**config.mk**
```make
export PLATFORM = sky130hd
export DESIGN_NAME = counter
export DESIGN_NICKNAME = d
export VERILOG_FILES = /design/src/rtl/counter.sv
export SDC_FILE = /design/constraint.sdc
export NUM_CORES = 1
export LEC_CHECK = 0
export ABC_AREA = 0
export CAP_MARGIN = 20
export CORE_AREA = 4 4 41 43
export DETAILED_ROUTE_END_ITERATION = 12
export DIE_AREA = 0 0 45 47
export PLACE_DENSITY = 0.3
export SYNTH_ARGS = -nofsm -noshare
export SYNTH_HDL_FRONTEND = slang
export SYNTH_SLANG_ARGS = --single-unit
export TNS_END_PERCENT = 100
```
**constraint.sdc**
```tcl
create_clock -name clk -period 1.5 [get_ports clk]
set_clock_uncertainty 0.1 [all_clocks]
set_input_delay 0.3 -clock clk [delete_from_list [all_inputs] [get_ports clk]]
set_output_delay 0.3 -clock clk [all_outputs]
set_load 0.01 [all_outputs]
```
**src/rtl/counter.sv**
```systemverilog
// Free-running up counter with a terminal-count flag (End high while dout == MAX).
// Build option: define COUNTER_SATURATE_EN to hold at MAX instead of wrapping to 0.
module counter #(
  parameter int unsigned      WIDTH = 3,
  parameter logic [WIDTH-1:0] MAX   = WIDTH'((1 << WIDTH) - 1)
) (
  output logic [WIDTH-1:0] dout,
  input  logic             clk,
  input  logic             reset,
  output logic             End
);

  logic [WIDTH-1:0] cnt_q;
  logic [WIDTH-1:0] cnt_d;

  // Out-of-range values (cnt_q > MAX) take the same path as the terminal count.
  always_comb begin
    cnt_d = cnt_q + WIDTH'(1);
    if (cnt_q >= MAX) begin
`ifdef COUNTER_SATURATE_EN
      cnt_d = MAX;
`else
      cnt_d = '0;
`endif
    end
  end

  always_ff @(posedge clk or posedge reset) begin
    if (reset) cnt_q <= '0;
    else       cnt_q <= cnt_d;
  end

  assign dout = cnt_q;
  assign End  = (cnt_q == MAX);

endmodule

```
# == Word level (Yosys, flattened, before mapping) ==
# Cells that the tools add are included.
# classes
shift,0
eq_ne,1
n_addsub,1
mux,1
bitwise,0
order_cmp,1
reduce_logical,0
mul,0
div,0
# ops
operator,n
3-bit by 1-bit adder with 3-bit output (second input constant),1
3-bit equality test (second input constant),1
3-bit greater-or-equal comparator (second input constant),1
3-bit two-way mux,1
# totals
latchBits,0
word_cells,5
ff_bits,3
ramBits,0
memories,0
out_inout_bits,4
mem_bits_ro,0

# == Depth between registers and ports, before layout ==
# Gate-level depths: netlist of run 1.
# logic_depth
ltp_word,2
mapped_depth,4
depth_no_buf,4

# == Worst setup path before layout of run 1 ==
# No wires, ideal clock.
# synth_timing
path_kind,reg-to-reg
start,register cnt_q[0] (netlist: dout[0])
end,register cnt_q[1] (netlist: dout[1])
required_ns,1.334
arrival_time_ns,1.137
setup_slack_ns,0.197
path_stages_with_launch,5
period_less_slack_ns,1.303
path_cell_list,dfrtp_1 -> ha_1 -> ha_1 -> a31oi_1 -> and2_1
# synth_between
elab_chain_cells,2
word_cells_on_any_way,3
# synth_rtl
item,line_no,source
start: declaration,13,logic [WIDTH-1:0] cnt_q;
start signal: assignment,30,else cnt_q <= cnt_d;
3-bit by 1-bit adder with 3-bit output / 3-bit greater-or-equal comparator (equally long branches),"18, 19",
3-bit two-way mux *,19,if (cnt_q >= MAX) begin
via cnt_d[1],14,logic [WIDTH-1:0] cnt_d;
# Mark *: on every way through the listed nets, which the timed path passes. The rest lies on a longest branch.

# == Worst setup path in the final report of run 1 ==
# layout_timing
start,register cnt_q[1] (netlist: dout[1])
end,output End
# layout_between
elab_chain_cells,1
# layout_rtl
item,line_no,source
3-bit equality test,34,assign End = (cnt_q == MAX);
end: declaration,10,output logic End
# Every way passes these cells.

==> results of run 1 <==
## critical path, stage by stage, from the launching register on
cell and delay, ps:
dfrtp_1 380, ha_2 200, ha_4 160, buf_6 110
## where the power goes
part | leakage [nW] | switching, mW | internal (mW)
combinational | 0.0765 | 0.00170 | 0.00243
sequential | 0.0379 | 0 | 0.0814
clock | 0.0150 | 0.0393 | 0.0995
## kinds of logic (layout without fill, tap and decap cells)
| kind of cell | Yosys count | in the layout | share of synthesized area, % |
|---|---|---|---|
| compound gates | 1 | 1 | 4.95 |
| fa+ha+maj | 2 | 2 | 19.8 |
| simple gates | 3 | 3 | 12.9 |
| buf+inv | 1 | 14 | 2.97 |
| flops | 3 | 3 | 59.4 |
## layer usage
metal / up-vias / GRT usage, %
met1: 50 / 3.18
met5: - / 0
met2: 4 / 3.11
met3: 0 / 3.45
li1: 60 / -
met4: 0 / 7.02
## cells in the final DEF (no fill, tap or decap)
cell	count
dfrtp_1	3
clkbuf_4	3
nor2_1	1
and2_1	2
ha_2	1
buf_4	4
clkdlybuf4s50_1	1
a31oi_1	1
buf_6	1
inv_1	1
clkbuf_1	1
dlygate4sd2_1	3
ha_4	1
## metrics by stage
| step | util [%] | instance area (um2) | setup slack (ps) | TNS (ps) | std cells |
|---|---|---|---|---|---|
| after floorplan | - | 126 | 197 | 0 | 10 |
| final | 20.3 | 264 | 26.4 | 0 | 38 |
| after detailed placement | 17.3 | 225 | -132 | -132 | 34 |
| after global routing | 20.3 | 264 | -21.2 | -21.2 | 38 |
| after global placement | 17.3 | 225 | -116 | -116 | 34 |
| after CTS | 19.5 | 254 | 4.59 | 0 | 38 |
## area by class of cell
type	count	share of cell area (%)
repair buffers	9	29.4
flip-flops and latches	3	28.4
multi-input cells	6	23.7
clock buffers	4	9.95
well taps	15	7.11
inverters	1	1.42
## worst min path at each step
stage | to | from | slack (ps)
after global placement | dout[2] | reset | 380
after detailed placement | dout[0] | reset | 380
after global routing | dout[0] | reset | 130
after CTS | dout[0] | reset | 120
final | dout[0] | reset | 130
after floorplan | dout[0] | reset | -50
## repair_timing
item | 4_1_cts | 5_1_grt
endpoints found under the setup margin | 4 | 1
gates resized for setup | 10 | 1
gates cloned | 0 | 0
pin swaps | 0 | 1
==> out/metrics.yaml, run 1 <==
finalSetupViolCount: 0
path_clk_slew_ps: 40
synth_area_leader_cell: "dfrtp_1"
nets: 28
power.density_nw_per_um2: 850
wl_met3_um: 30
largest_reg_flops: 3
r2r_start: "dout[1]"
ant_nets: 0
synth_area_um2: 126
synthFlopType: "dfrtp_1"
hold_violations: 0
met1_length_um: 135
top_layer: "met3"
hp-class: "primary input to asynchronous set/reset pin"
clock_path_buffers: 2
die_height_um: 47
cts_sinks: 3
grt_setup_unrepaired: "true"
vias_per_cell: 3.00
cts_root_buf: "clkbuf_4"
antennaDiodeCount: 0
post-synth-top-count-cell: "dfrtp_1"
post-dp-hpwl_um: 234
drt_iter0_drc: 0
yosysWarnings: 0
critical_path_arrival_ps: 1070
postCtsSetupRepairBufs: 0
critical_path_class: "register to output pin"
syn_to_final_growth_pct: 109
startpoint: "dout[1]"
required_ps: 1100
relSlewSlack_pct: 89.2
io_buffers: 5
leakage_nw: 0.129
track_usage_pct: 3.63
r2r-end: "dout[1]"
yosys-top-cells-count: "3 x dfrtp_1, 2 x and2_1, 2 x ha_1"
vias: 114
h-tree-depth: 1
total_power_mw: 0.224
hold_buffers: 0
cp-start-kind: "register"
outcome: "finished, final reports clean"
vdd_drop_max_mv: 0.403
avgSynthCellArea_um2: 12.6
grt_max_degree: 4
initial_utilization_pct: 9.71
synth.area.top_cells: "dfrtp_1 59%, ha_1 20%, and2_1 9.9%, a31oi_1 5.0%, inv_1 3.0%"
endpoint_kind: "output pin"
routed_wirelength_um: 276
route.met2.wl_um: 110
dieArea_um2: 2120
tightest_slew_ps: 161
die_x_um: 45
drv_cap: 0
grt_pass1_vias: 95
fill_cells: 150
fmax_mhz: 679
row_count: 13
core_area_um2: 1300
fin_crit_sh_pct: 98.2
gp_congestion: 0.697
reg2reg_depth: 5
slew_viol_final: 0
grt_pass1_wl_um: 420
grt_antenna_before_repair: 0
cts_made_buffers: 3
worstSkewPairLatency_ps: 230
syn-num-nets: 14
whs_ps: 134
io_pins: 6
multi_input_area_um2: 62.6
seqCellArea_um2: 75.1
ys_seq_area_share_pct: 59.4
grt_overflow: 0
synth_top_cell_area_share_pct: 59.4
drc: 0
yosys_register_bits: 3
cts_tree: "built"
min_period_ps: 1470
synthArstFlopShare_pct: 100
wl_per_cell_um: 7.26
drtPass1Iterations: 1
endpoint: "End"
synthCells: 10
drive_gt1_share_pct: 43.5
path_max_fanout: 2
synth_cell_types: 6
reg2reg_setup_slack_ps: 170
synth_enable_flop_cells: 0
Note: power is estimated with default switching activity, not from simulation.
==> inputs of run 2 (changes only) <==
--- a/config.mk
+++ b/config.mk
@@ -8,6 +8,7 @@
 export ABC_AREA = 0
 export CAP_MARGIN = 20
 export CORE_AREA = 4 4 41 43
+export CTS_BUF_LIST = sky130_fd_sc_hd__clkbuf_8 sky130_fd_sc_hd__clkbuf_16
 export DETAILED_ROUTE_END_ITERATION = 12
 export DIE_AREA = 0 0 45 47
 export PLACE_DENSITY = 0.3
==> out/metrics.yaml, run 2 (synthesized netlist as in run 1, its figures left out) <==
drt_iter0_drc: 0
path_clk_slew_ps: 30
multi_input_area_um2: 62.6
slew_viol_final: 0
grt_pass1_wl_um: 400
drv_cap: 0
initial_utilization_pct: 9.71
cts_tree: "built"
layout_common_cells: "4 x buf_4, 3 x clkbuf_8, 3 x dfrtp_1, 3 x dlygate4sd2_1"
final_common_cell: "buf_4"
hp-class: "primary input to asynchronous set/reset pin"
dieArea_um2: 2120
vias: 116
grt_pass1_vias: 88
power.density_nw_per_um2: 1090
outcome: "finished, final reports clean"
clock_path_buffers: 2
min_period_ps: 1450
cts_made_buffers: 3
grt_antenna_before_repair: 0
drtPass1Iterations: 1
critical_path_arrival_ps: 1050
cp-start-kind: "register"
instances_no_fill: 38
routed_wirelength_um: 281
worstSkewPairLatency_ps: 210
vias_per_cell: 3.05
path_max_fanout: 2
gp_congestion: 0.697
finalSetupViolCount: 0
nets: 28
ant_nets: 0
cts_root_buf: "clkbuf_8"
endpoint_kind: "output pin"
io_buffers: 5
dp_slack_ps: -132
cts_sinks: 3
fin_crit_sh_pct: 96.9
fill_cells: 152
track_usage_pct: 3.40
critical_path_class: "register to output pin"
die_x_um: 45
postCtsSetupRepairBufs: 0
tightest_slew_ps: 161
vdd_drop_max_mv: 0.545
fmax_mhz: 688
grt_max_degree: 4
antennaDiodeCount: 0
leakage_nw: 0.141
row_count: 13
h-tree-depth: 1
required_ps: 1100
post-dp-hpwl_um: 234
seqCellArea_um2: 75.1
dp_cells: 34
grt_overflow: 0
largest_reg_flops: 3
syn_to_final_growth_pct: 124
drc: 0
post-route-cell-area_um2: 283
wl_per_cell_um: 7.39
whs_ps: 153
hold_violations: 0
core_area_um2: 1300
drive_gt1_share_pct: 43.5
relSlewSlack_pct: 89.2
hold_buffers: 0
io_pins: 6
grt_setup_unrepaired: "false"
postPlaceCellArea_um2: 225
setup_slack_ps: 45.9
die_height_um: 47
==> run 2: changes by cell type in the layout (fill, tap and decap cells not counted) <==
cell,before,now
clkbuf_4,3,0
clkbuf_8,0,3
clkbuf_1,1,0
inv_1,1,2
==> run 2: per-layer routing <==
| layer | vias up | track usage (%) | wire length (um) |
|---|---|---|---|
| li1 | 59 | - | - |
| met1 | 49 | 3.18 | 130 |
| met2 | 6 | 3.11 | 96 |
| met3 | 2 | 3.45 | 38 |
| met4 | 0 | 5.26 | 16 |
| met5 | - | 0 | 0 |
==> run 2: critical path, stage by stage, from the launching register on <==
cell and delay [ps]:
dfrtp_1 370, ha_2 200, ha_4 160, buf_6 110
==> run 2: cell type report <==
type                            count  share of cell area (%)
Sequential cell                     3                    26.5
Clock buffer                        3                    14.6
Multi-Input combinational cell      6                    22.1
Tap cell                           15                    6.64
Clock inverter                      1                    1.33
Inverter                            1                    1.33
Timing Repair Buffer                9                    27.4
==> run 2: repair_timing <==
| item | in CTS | in global routing |
|---|---|---|
| pin swaps | 0 | 1 |
| gates resized for setup | 9 | 2 |
| endpoints found under the setup margin | 4 | 1 |
==> run 2: worst paths after layout <==
path / start / end / slack (ps) / depth (start not counted)
max: dout[1] / End / 50 / 3
min: reset / dout[0] / 150 / 2
max reg2reg: dout[1] / dout[1] / 170 / 5
min reg2reg: dout[0] / dout[0] / 440 / 2
max in group asynchronous: reset / dout[2] / 1020 / 2
min in group clk: dout[0] / dout[0] / 440 / 2
==> run 2: per-stage QoR <==
stage	utilization (%)	power, mW	TNS, ps
floorplan	-	0.0838	0
global placement	17.3	0.0866	-116
detailed placement	17.3	0.0867	-132
CTS	20.5	0.320	0
global route	21.7	0.331	0
finish	21.7	0.308	0
==> run 2: power breakdown <==
group,internal [mW],switching (mW),total [mW]
registers,0.0815,0,0.0815
logic,0.00243,0.00170,0.00413
clock network,0.174,0.0487,0.222
